## src/rtl/stream_demux_pkg.sv

```systemverilog
// Shared constants and helpers for the registered 1-to-N stream demultiplexer.
package stream_demux_pkg;

    localparam int DROP_CNT_W_DEF = 8;
    localparam logic [DROP_CNT_W_DEF-1:0] DROP_CNT_MAX = '1;

    // A select field is always at least one bit wide, even for tiny fan-outs.
    function automatic int sel_width(input int n);
        return (n <= 2) ? 1 : $clog2(n);
    endfunction

endpackage

```

## src/rtl/stream_demux_if.sv

```systemverilog
// Producer-side stream plus the NUM_OUT consumer-side streams of the demux.
interface stream_demux_if
    import stream_demux_pkg::*;
#(
    parameter int DATAWIDTH  = 8,
    parameter int NUM_OUT    = 4,
    parameter int DROP_CNT_W = 8
);
    localparam int SEL_W = sel_width(NUM_OUT);

    logic                          in_valid;
    logic                          in_ready;
    logic [DATAWIDTH-1:0]          in_data;
    logic [SEL_W-1:0]              in_sel;
    logic [NUM_OUT-1:0]            out_valid;
    logic [NUM_OUT-1:0]            out_ready;
    logic [NUM_OUT*DATAWIDTH-1:0]  out_data;
    logic [DROP_CNT_W-1:0]         drop_cnt;

    modport master (
        output in_valid, in_data, in_sel, out_ready,
        input  in_ready, out_valid, out_data, drop_cnt
    );

    modport slave (
        input  in_valid, in_data, in_sel, out_ready,
        output in_ready, out_valid, out_data, drop_cnt
    );

endinterface

```

## src/rtl/stream_demux_slot.sv

```systemverilog
// One-entry holding register for a single demux output, with pass-through refill.
module demux_slot #(
    parameter int DATAWIDTH = 8
) (
    input  logic                 clk,
    input  logic                 rst_n,
    input  logic                 load,
    input  logic [DATAWIDTH-1:0] load_data,
    input  logic                 out_ready,
    output logic                 out_valid,
    output logic [DATAWIDTH-1:0] out_data,
    output logic                 can_load
);

    logic                 valid_q;
    logic [DATAWIDTH-1:0] data_q;

    // A draining slot can be refilled in the same cycle.
    assign can_load  = !valid_q | out_ready;
    assign out_valid = valid_q;
    assign out_data  = data_q;

    // NOTE: sequential state uses non-blocking assignments so every flop samples pre-edge values.
    always_ff @(posedge clk or negedge rst_n) begin
        if (!rst_n) begin
            valid_q <= 1'b0;
            // NOTE: the payload register is reset too, because out_data must read zero after reset.
            data_q  <= '0;
        end else if (load) begin
            valid_q <= 1'b1;
            data_q  <= load_data;
        end else if (valid_q && out_ready) begin
            valid_q <= 1'b0;
        end
    end

    a_out_hold: assert property (@(posedge clk) disable iff (!rst_n)
        out_valid && !out_ready |=> out_valid && $stable(out_data));

endmodule

```

## src/rtl/stream_demux_1ton.sv

```systemverilog
// Registered 1-to-N stream demux: select decode, in_ready mux and drop counter around NUM_OUT slots.
module stream_demux_1ton
    import stream_demux_pkg::*;
#(
    parameter int DATAWIDTH  = 8,
    parameter int NUM_OUT    = 4,
    parameter int DROP_CNT_W = 8
) (
    input logic          clk,
    input logic          rst_n,
    stream_demux_if.slave bus
);

    localparam int SEL_W    = sel_width(NUM_OUT);
    localparam int SEL_SPAN = 1 << SEL_W;

    logic [NUM_OUT-1:0]           can_load;
    logic [NUM_OUT-1:0]           load;
    logic [NUM_OUT-1:0]           slot_valid;
    logic [NUM_OUT*DATAWIDTH-1:0] slot_data;
    logic [SEL_SPAN-1:0]          can_load_pad;
    logic                         in_range;
    logic                         accept;
    logic [DROP_CNT_W-1:0]        drop_cnt_q;

    // Unused select codes read as ready so out-of-range beats are always swallowed.
    // NOTE: the default assignment first keeps this combinational block latch-free.
    always_comb begin
        can_load_pad              = '1;
        can_load_pad[NUM_OUT-1:0] = can_load;
    end

    assign in_range     = (int'(bus.in_sel) < NUM_OUT);
    assign bus.in_ready = can_load_pad[bus.in_sel];
    assign accept       = bus.in_valid & bus.in_ready;

    for (genvar i = 0; i < NUM_OUT; i++) begin : g_slot
        assign load[i] = accept & (bus.in_sel == SEL_W'(i));

        demux_slot #(.DATAWIDTH(DATAWIDTH)) u_slot (
            .clk       (clk),
            .rst_n     (rst_n),
            .load      (load[i]),
            .load_data (bus.in_data),
            .out_ready (bus.out_ready[i]),
            .out_valid (slot_valid[i]),
            .out_data  (slot_data[i*DATAWIDTH +: DATAWIDTH]),
            .can_load  (can_load[i])
        );
    end

    assign bus.out_valid = slot_valid;
    assign bus.out_data  = slot_data;

    always_ff @(posedge clk or negedge rst_n) begin
        if (!rst_n) begin
            drop_cnt_q <= '0;
        end else if (accept && !in_range && (drop_cnt_q != '1)) begin
            drop_cnt_q <= drop_cnt_q + 1'b1;
        end
    end

    assign bus.drop_cnt = drop_cnt_q;

    a_in_hold: assert property (@(posedge clk) disable iff (!rst_n)
        bus.in_valid && !bus.in_ready |=> $stable(bus.in_sel) && $stable(bus.in_data));

endmodule

```

## src/flat_wrapper.sv

```systemverilog
// flat-port wrapper written by rule: the top's interface ports become plain ports
module stream_demux_1ton_flat import stream_demux_pkg::*;
#(
    parameter int DATAWIDTH  = 8,
    parameter int NUM_OUT    = 4,
    parameter int DROP_CNT_W = 8
)
  (clk, rst_n, bus_in_valid, bus_in_data, bus_in_sel, bus_out_ready, bus_in_ready, bus_out_valid, bus_out_data, bus_drop_cnt);
  stream_demux_if #(.DATAWIDTH(DATAWIDTH), .NUM_OUT(NUM_OUT), .DROP_CNT_W(DROP_CNT_W)) bus_i ();
  input logic clk;
  input logic rst_n;
  input wire logic [$bits(bus_i.in_valid)-1:0] bus_in_valid;
  input wire logic [$bits(bus_i.in_data)-1:0] bus_in_data;
  input wire logic [$bits(bus_i.in_sel)-1:0] bus_in_sel;
  input wire logic [$bits(bus_i.out_ready)-1:0] bus_out_ready;
  output wire logic [$bits(bus_i.in_ready)-1:0] bus_in_ready;
  output wire logic [$bits(bus_i.out_valid)-1:0] bus_out_valid;
  output wire logic [$bits(bus_i.out_data)-1:0] bus_out_data;
  output wire logic [$bits(bus_i.drop_cnt)-1:0] bus_drop_cnt;
  assign bus_i.in_valid = bus_in_valid;
  assign bus_i.in_data = bus_in_data;
  assign bus_i.in_sel = bus_in_sel;
  assign bus_i.out_ready = bus_out_ready;
  assign bus_in_ready = bus_i.in_ready;
  assign bus_out_valid = bus_i.out_valid;
  assign bus_out_data = bus_i.out_data;
  assign bus_drop_cnt = bus_i.drop_cnt;
  stream_demux_1ton #(.DATAWIDTH(DATAWIDTH), .NUM_OUT(NUM_OUT), .DROP_CNT_W(DROP_CNT_W)) u_core (.clk(clk), .rst_n(rst_n), .bus(bus_i));
endmodule
```

## config.mk

```make
export PLATFORM = sky130hd
export DESIGN_NAME = stream_demux_1ton_flat
export DESIGN_NICKNAME = d
export VERILOG_FILES = /design/src/rtl/stream_demux_pkg.sv /design/src/rtl/stream_demux_if.sv /design/src/rtl/stream_demux_slot.sv /design/src/rtl/stream_demux_1ton.sv /design/src/flat_wrapper.sv
export SDC_FILE = /design/constraint.sdc
export NUM_CORES = 1
export LEC_CHECK = 0
export ABC_AREA = 1
export BUFFER_PORTS_ARGS = -buffer_cell sky130_fd_sc_hd__buf_2
export CORE_UTILIZATION = 48
export CTS_CLUSTER_SIZE = 12
export DETAILED_ROUTE_END_ITERATION = 12
export PLACE_DENSITY_LB_ADDON = 0.05
export SYNTH_ARGS = -nofsm -noshare
export SYNTH_HDL_FRONTEND = slang
export SYNTH_SLANG_ARGS = --single-unit
```

## constraint.sdc

```tcl
create_clock -name clk -period 1.4 [get_ports clk]
set_input_delay 0.28 -clock clk [delete_from_list [all_inputs] [get_ports clk]]
set_output_delay 0.28 -clock clk [all_outputs]
set_load 0.02 [all_outputs]
```

==> results of run 1 <==
cells in the mapped netlist (all sizes together):
library cell   n
buf           15
dfrtp         36
inv            7
nand3          4
conb           1
nor2           8
nand2         71
o21ai          4
nand4         32
clkbuf         4
critical path, stage by stage (launching register included):
cell     delay, ps
dfrtp_1        400
inv_2           60
nor2_2          30
nand2_1         60
nand2_2         70
nor2_4         120
buf_6          120
timing repair:
item                                    CTS  global route
endpoints found under the hold margin    18             0
pin swaps                                 1             2
setup buffers                             1             0
endpoints found under the setup margin   33            37
gates resized for setup                   8             8
hold buffers                              1             0
final cells by class:
type | count | area, sq um | share of cell area
Inverter | 7 | 26.3 | 0.0128
Clock buffer | 5 | 37.5 | 0.0183
Sequential cell | 36 | 901 | 0.438
Multi-Input combinational cell | 127 | 652 | 0.317
Timing Repair Buffer | 66 | 384 | 0.187
Tap cell | 44 | 55.1 | 0.0268
state kept, by name (all words and copies together), names as in the netlist:
name / cells
u_core.g_slot.u_slot.out_data: 32
u_core.g_slot.u_slot.out_valid: 4
per-layer routing:
metal | global-route usage | wire length, um | up-vias
met5 | 0 | 0 | -
met1 | 0.304 | 1680 | 671
met2 | 0.352 | 1790 | 45
met4 | 0.0909 | 42 | 0
met3 | 0.0576 | 196 | 5
li1 | - | - | 709
through the flow:
step                      setup slack (ps)  instance area [sq um]
after floorplan                       94.0                   1680
after global placement                5.86                   1940
after detailed placement             -61.7                   1940
after CTS                            -88.6                   2020
after global routing                  -160                   2060
final                                -72.3                   2060
power by group:
part	total, mW	internal (mW)	switching [mW]
Sequential	1.32	1.23	0.0973
Combinational	0.833	0.274	0.559
Clock	0.459	0.168	0.291
path summary, 6_finish.rpt:
check	to	cells after the start	startpoint
hold reg to reg	u_core.g_slot[3].u_slot.out_data[1]	2	u_core.g_slot[3].u_slot.out_data[1]
max in group asynchronous	u_core.g_slot[3].u_slot.out_data[1]	3	rst_n
hold / removal	u_core.g_slot[1].u_slot.out_valid	2	bus_out_ready[1]
min in group asynchronous	u_core.g_slot[1].u_slot.out_valid	2	rst_n
setup / recovery	bus_in_ready	6	u_core.g_slot[1].u_slot.out_valid
setup reg to reg	u_core.g_slot[1].u_slot.out_data[0]	9	u_core.g_slot[1].u_slot.out_valid
kinds of logic after synthesis:
kind of cell | Yosys count | synth area share
AO/OA/AOI/OAI | 4 | 0.0121
buffers and inverters | 26 | 0.107
other | 1 | 0.00227
flip-flops | 36 | 0.545
AND/OR/NAND/NOR | 115 | 0.334
==> run_results.csv, run 1 <==
group,metric,value,unit
logic_synthesis,syn-cell-area,1650,sq um
timing,rsz0062_at_grt,"yes",
clocking,cts_sinks,36,
logic_synthesis,synth_cells,182,
logic_synthesis,synth_largest_area_cell,"dfrtp_1",
critical_path,reg2reg_slack,10,ps
grt,grt_overflow,0,
run_status,failed_checks,"setup timing",
run_status,status,"finished with violations",
critical_path,start_kind,"flop",
finish,instances_no_fill,285,
timing,slew_violations,0,
timing,fmax,679,MHz
timing,whs,153,ps
pwr,p_leak,1.14,nW
logic_synthesis,synth.area.top_cells,"dfrtp_1 55%, nand2_1 16%, nand4_1 12%",
timing,finalHoldViolCount,0,
pwr,p_total,2.62,mW
finish,drive_gt1_frac,0.365,
clocking,cts_tree,"built",
drt,drc,0,
placement,io_buffers,53,
floorplanning,die_x,60.7,um
drt,first_pass_iters,4,
finish,finish.net_count,260,
timing,fin_crit_sh,1.05,
timing,setup_tns,-72.3,ps
clocking,clk_pin_slew,100,ps
logic_synthesis,seq_area_frac_synth,0.545,
finish,layout_commonest_cell,"nand2_1",
grt,grt_antenna_before_repair,0,
timing,clock_skew,13.1,ps
grt,grt_pass1_vias,1282,
clocking,numCtsBuffers,5,
finish,fillers,300,
clocking,cts_max_path_buffers,2,
grt,grt_usage,0.226,
placement,hpwl,2800,um
clocking,root_buffer,"clkbuf_4",
placement,place.gp.congestion,0.783,
finish,final_util,0.652,
clocking,htree_levels,2,
pwr,p_per_area,1270,nW/um^2
clocking,clock_latency,330,ps
floorplanning,pin_count,62,
logic_synthesis,synth_top_area_frac,0.545,
logic_synthesis,synth_cell_types,15,
critical_path,required,1120,ps
timing,setup_viol_count_final,1,
drt,postRouteAntennaNets,0,
critical_path,crit_fanout,2,
grt,grt_max_degree,20,
floorplanning,initial_core_util,0.524,
job,drv_cap,0,
logic_synthesis,yosysWarnings,0,
grt,grt_pass1_wl,5910,um
floorplanning,fp-row-count,20,
min_path,hold_class,"in -> reg",
timing,setup_ws,-72.3,ps
floorplanning,fp.dieArea,3680,sq um
drt,vias_per_cell,5.02,
critical_path,path_class,"reg -> out",
critical_path,worst_setup_path_end_kind,"output pin",
floorplanning,core,3150,sq um
drt,wirelength,3710,um
logic_synthesis,synth_seq_cells,36,
timing,min_period,1470,ps
floorplanning,dieHeight,60.7,um
drt,routedWlPerCell,13.0,um
logic_synthesis,syn_area_per_cell,9.08,sq um
finish,syn_to_final_growth,24.4,%
finish,diodes,0,
critical_path,critPathArrivalTime,1190,ps
finish,final_cell_mix,"68 x nand2_1, 52 x buf_2, 36 x dfrtp_1, 32 x nand4_1, 11 x buf_4",
drt,vias,1430,
pwr,ir_drop,0.695,mV
placement,place_inst,278,
drt,drt_iter0_drc,60,
Power figures use the tool's default switching activity.
==> run 2: changes to the inputs <==
--- a/config.mk
+++ b/config.mk
@@ -7,6 +7,7 @@
 export LEC_CHECK = 0
 export ABC_AREA = 1
 export BUFFER_PORTS_ARGS = -buffer_cell sky130_fd_sc_hd__buf_2
+export CORE_MARGIN = 2
 export CORE_UTILIZATION = 48
 export CTS_CLUSTER_SIZE = 12
 export DETAILED_ROUTE_END_ITERATION = 12
==> run 2 against run 1 <==
Net effect:
- the run still ends with setup timing left
- critical path depth did not move
- first-iteration DRC count fell by 22%
- via count fell by 0.21%
- worst setup slack got worse by 32 ps
- maximum frequency fell by 2.2%
==> run_results.csv, run 2 (same netlist as run 1, synthesis figures left out) <==
group,metric,value,unit
drt,met3WireLength,189,um
finish,fillers,306,
critical_path,timing.rr.end,"u_core.g_slot[1].u_slot.out_data[5]",
drt,vias,1427,
pwr,p_leak,1.16,nW
drt,vias_per_cell,4.92,
drt,routed.top_layer,"met4",
drt,drc,0,
job,drv_cap,0,
finish,finish.net_count,261,
floorplanning,die_x,62.7,um
run_status,failed_checks,"setup timing",
drt,wirelength,3840,um
finish,final_cell_mix,"69 x nand2_1, 52 x buf_2, 36 x dfrtp_1, 32 x nand4_1, 12 x buf_4",
clocking,cts_sinks,36,
finish,largest_register_ffs,32,
min_path,worstHoldPathCells,2,
drt,postRouteAntennaNets,0,
drt,first_pass_iters,4,
placement,place.gp.congestion,0.841,
floorplanning,fp.dieArea,3930,sq um
critical_path,path_cells,"inv_2, nor2_2, nand2_1, nand2_2, nor2_4, buf_6",
finish,layout_commonest_cell,"nand2_1",
timing,rsz0062_at_grt,"yes",
grt,grt_pass1_vias,1360,
min_path,hold_class,"in -> reg",
critical_path,worst_setup_path_end_kind,"output pin",
clocking,clk_pin_slew,110,ps
grt,grt_max_degree,20,
clocking,root_buffer,"clkbuf_4",
timing,clock_skew,13.4,ps
critical_path,r2r-start,"u_core.g_slot[0].u_slot.out_valid",
pwr,p_total,2.77,mW
min_path,holdCritStartpoint,"bus_out_ready[3]",
drt,drt_iter0_drc,47,
clocking,htree_levels,2,
grt,grt_overflow,0,
critical_path,start_kind,"flop",
placement,io_buffers,53,
critical_path,reg2reg_depth,9,
finish,fin_area,2090,sq um
floorplanning,dieHeight,62.7,um
timing,setup_ws,-105,ps
floorplanning,initial_core_util,0.499,
timing,setup_tns,-322,ps
grt,grt_pass1_wl,6530,um
grt,grt_antenna_before_repair,0,
drt,met1Wirelength,1690,um
floorplanning,pin_count,62,
placement,hpwl,2890,um
min_path,hold_end,"u_core.g_slot[3].u_slot.out_valid",
critical_path,crit_path_top_delay_cell,"dfrtp_1",
finish,diodes,0,
critical_path,critical-path-max-stage-delay,400,ps
pwr,p_per_area,1330,nW/um^2
drt,dr_wl_met2,1910,um
clocking,clock_latency,340,ps
placement,pre_cts_ws,-74.5,ps
clocking,cts_tree,"built",
critical_path,required,1120,ps
critical_path,path_class,"reg -> out",
grt,grt_usage,0.222,
floorplanning,fp-row-count,21,
finish,syn_to_final_growth,26.2,%
critical_path,critPathArrivalTime,1220,ps
run_status,status,"finished with violations",
timing,fmax,665,MHz
clocking,cts_max_path_buffers,2,
timing,fin_crit_sh,1.07,
floorplanning,core,3310,sq um
timing,slew_violations,0,
clocking,numCtsBuffers,5,
critical_path,reg2reg_slack,-40,ps
timing,setup_viol_count_final,14,
critical_path,crit_fanout,2,
timing,min_period,1500,ps
drt,routedWlPerCell,13.2,um
finish,final_util,0.630,
pwr,ir_drop,0.637,mV
placement,place_area,1950,sq um
finish,drive_gt1_frac,0.369,
timing,finalHoldViolCount,0,
-- run 2: cell types whose count changed in the layout (fill, tap and decap cells not counted) --
cell,previous run,this run
nand2_2,3,2
clkbuf_8,0,2
buf_4,11,12
nor2_2,5,6
nand2_1,68,69
nor2_4,2,1
-- run 2: metrics by stage --
stage / cells / hold slack (ps)
after floorplan: 189 / -15.6
after global placement: 281 / 227
after detailed placement: 281 / 243
after CTS: 290 / 126
after global routing: 290 / 130
final: 290 / 141
-- run 2: metal layers --
| layer | global-route usage | up-vias |
|---|---|---|
| met2 | 0.360 | 37 |
| met5 | 0 | - |
| met1 | 0.283 | 673 |
| met4 | 0.0667 | 0 |
| li1 | - | 712 |
| met3 | 0.0757 | 5 |
-- run 2: layout make-up --
class,instances,area (sq um),area share
Sequential cell,36,901,0.432
Multi-Input combinational cell,127,644,0.309
Timing Repair Buffer,67,392,0.188
Clock buffer,7,65.1,0.0312
Tap cell,46,57.6,0.0276
Inverter,7,26.3,0.0126
-- run 2: where the power goes --
part	switching (mW)	internal (mW)	total [mW]
logic	0.563	0.275	0.838
registers	0.0983	1.23	1.33
clock network	0.323	0.285	0.608
-- run 2: what timing repair did --
item | in CTS | in global routing
hold endpoints to repair | 17 | 0
pin swaps | 5 | 3
hold buffers | 1 | 0
resized for setup | 11 | 3
endpoints found under the setup margin | 33 | 37
setup buffers | 1 | 0
-- run 2: worst max path at each step --
stage	cells after the start	from	endpoint	slack, ps
after floorplan	6	u_core.g_slot[0].u_slot.out_valid	bus_in_ready	90
after global placement	9	bus_in_sel[0]	u_core.g_slot[1].u_slot.out_data[2]	-30
after detailed placement	9	bus_in_sel[0]	u_core.g_slot[1].u_slot.out_data[5]	-70
after CTS	6	u_core.g_slot[3].u_slot.out_valid	bus_in_ready	-120
after global routing	6	u_core.g_slot[0].u_slot.out_valid	bus_in_ready	-200
final	6	u_core.g_slot[0].u_slot.out_valid	bus_in_ready	-100
-- run 2: worst max-delay path, delay by kind of cell, from the launching register on --
kind | cells | cell delay, ps
buf+inv | 2 | 190
flops | 1 | 400
simple gates | 4 | 300
==> run 3: changes to the inputs <==
--- a/config.mk
+++ b/config.mk
@@ -6,7 +6,7 @@
 export NUM_CORES = 1
 export LEC_CHECK = 0
 export ABC_AREA = 1
-export BUFFER_PORTS_ARGS = -buffer_cell sky130_fd_sc_hd__buf_2
+export BUFFER_PORTS_ARGS = -buffer_cell sky130_fd_sc_hd__clkbuf_2
 export CORE_MARGIN = 2
 export CORE_UTILIZATION = 48
 export CTS_CLUSTER_SIZE = 12
==> run 3 against run 2 <==
Net effect:
- the flow still finishes with violations (setup timing)
- clock skew shrank 3.9 ps
- sequential cell count unchanged
- clock power shrank 5.6%
- via count up 0.84%
- critical path type unchanged
- largest power group unchanged
- highest routed layer unchanged
==> run_results.csv, run 3 (same netlist as run 1, synthesis figures left out) <==
group,metric,value,unit
pwr,p_per_area,1310,nW/um^2
floorplanning,dieHeight,62.7,um
floorplanning,pin_count,62,
critical_path,start_kind,"flop",
pwr,ir_drop,0.766,mV
min_path,hold_class,"in -> reg",
floorplanning,fp-row-count,21,
clocking,cts_tree,"built",
timing,setup_viol_count_final,20,
floorplanning,fp.dieArea,3930,sq um
finish,finish.net_count,261,
pwr,p_total,2.74,mW
finish,final_util,0.629,
timing,rsz0062_at_grt,"yes",
placement,hpwl,2840,um
floorplanning,die_x,62.7,um
clocking,htree_levels,2,
critical_path,timing.rr.end,"u_core.g_slot[3].u_slot.out_data[4]",
job,drv_cap,0,
finish,layout_commonest_cell,"nand2_1",
drt,drc,0,
clocking,numCtsBuffers,5,
floorplanning,core,3310,sq um
timing,setup_ws,-125,ps
timing,clock_skew,9.58,ps
finish,final_cell_mix,"69 x nand2_1, 52 x clkbuf_2, 36 x dfrtp_1, 32 x nand4_1, 12 x buf_4",
drt,routedWlPerCell,12.8,um
clocking,root_buffer,"clkbuf_4",
grt,grt_pass1_vias,1310,
grt,grt_overflow,0,
finish,drive_gt1_frac,0.367,
grt,grt_antenna_before_repair,0,
floorplanning,initial_core_util,0.499,
pwr,p_leak,1.16,nW
critical_path,crit_cells,6,
timing,whs,141,ps
finish,diodes,0,
placement,place.gp.congestion,0.874,
run_status,failed_checks,"setup timing",
critical_path,crit_buf_inv,2,
clocking,clock_latency,340,ps
critical_path,startpoint,"u_core.g_slot[0].u_slot.out_valid",
critical_path,crit_fanout,2,
drt,drt_iter0_drc,67,
drt,vias_per_cell,4.95,
critical_path,critPathTopFamily,"flip-flops",
critical_path,reg2reg_depth,9,
drt,wirelength,3730,um
critical_path,critPathArrivalTime,1250,ps
timing,finalHoldViolCount,0,
timing,min_period,1530,ps
critical_path,worst_setup_path_end_kind,"output pin",
critical_path,path_cells,"inv_2, nor2_2, nand2_1, nand2_2, nor2_4, buf_8",
critical_path,crit_path_top_delay_cell,"dfrtp_1",
critical_path,cp-endpoint,"bus_in_ready",
timing,fin_crit_sh,1.09,
timing,slew_violations,0,
drt,vias,1439,
timing,fmax,656,MHz
grt,grt_max_degree,21,
clocking,clk_pin_slew,100,ps
critical_path,critical-path-max-stage-delay,400,ps
critical_path,path_class,"reg -> out",
critical_path,required,1120,ps
clocking,cts_sinks,36,
grt,grt_pass1_wl,6230,um
clocking,cts_max_path_buffers,2,
critical_path,reg2reg_slack,-30,ps
finish,fillers,328,
finish,syn_to_final_growth,26.0,%
run_status,status,"finished with violations",
drt,postRouteAntennaNets,0,
placement,io_buffers,53,
grt,grt_usage,0.209,
finish,largest_register_ffs,32,
critical_path,r2r-start,"u_core.g_slot[0].u_slot.out_valid",
drt,first_pass_iters,4,
==> run 3: cell types whose count changed in the layout (fill, tap and decap cells not counted) <==
cell	previous run	this run
buf_6	1	0
buf_8	0	1
clkbuf_8	2	1
inv_1	3	2
buf_2	52	0
clkbuf_2	0	52
inv_2	4	5
clkbuf_1	0	2
==> run 3: stage by stage <==
step | cells | setup TNS (ps) | setup slack (ps) | instance area [sq um]
2_1_floorplan | 189 | 0 | 94.0 | 1680
3_3_place_gp | 281 | 0 | 6.21 | 1950
3_5_place_dp | 281 | -205 | -22.3 | 1950
4_1_cts | 291 | -146 | -146 | 2050
5_1_grt | 291 | -3830 | -200 | 2080
6_report | 291 | -416 | -125 | 2080
==> run 3: where the power goes <==
part	switching, mW	total [mW]	internal, mW
registers	0.103	1.33	1.23
logic	0.559	0.830	0.271
clock network	0.326	0.574	0.248
total	0.989	2.74	1.75
==> run 3: how the worst min path moves through the flow <==
stage                     start                                  end  slack (ps)  cells after the start
6_report       bus_out_ready[3]    u_core.g_slot[3].u_slot.out_valid         140                      2
5_1_grt        bus_out_ready[1]    u_core.g_slot[1].u_slot.out_valid         130                      2
4_1_cts        bus_out_ready[0]    u_core.g_slot[0].u_slot.out_valid         130                      2
3_5_place_dp              rst_n  u_core.g_slot[1].u_slot.out_data[0]         240                      1
3_3_place_gp              rst_n  u_core.g_slot[1].u_slot.out_data[0]         230                      1
2_1_floorplan             rst_n  u_core.g_slot[0].u_slot.out_data[0]         -20                      0
==> run 3: area by class of cell <==
| class | instances | area [sq um] | area share |
|---|---|---|---|
| sequential | 36 | 901 | 0.432 |
| multi-input combinational | 127 | 644 | 0.309 |
| timing repair buffer | 67 | 395 | 0.190 |
| clock buffer | 8 | 58.8 | 0.0282 |
| tap | 46 | 57.6 | 0.0276 |
| inverter | 7 | 26.3 | 0.0126 |
==> run 3: routing by layer <==
layer  part of all wire  up-vias  track usage
li1                   -      714            -
met1               0.44      677        0.273
met2               0.49       42        0.335
met3              0.048        6       0.0577
met4              0.016        0       0.0750
met5                  0        -            0
==> run 3: timing repair <==
action | 4_1_cts | 5_1_grt
setup buffers | 1 | 0
hold buffers | 1 | 0
resized for setup | 7 | 9
pin swaps | 4 | 3
hold endpoints to repair | 16 | 0
setup endpoints to repair | 6 | 37
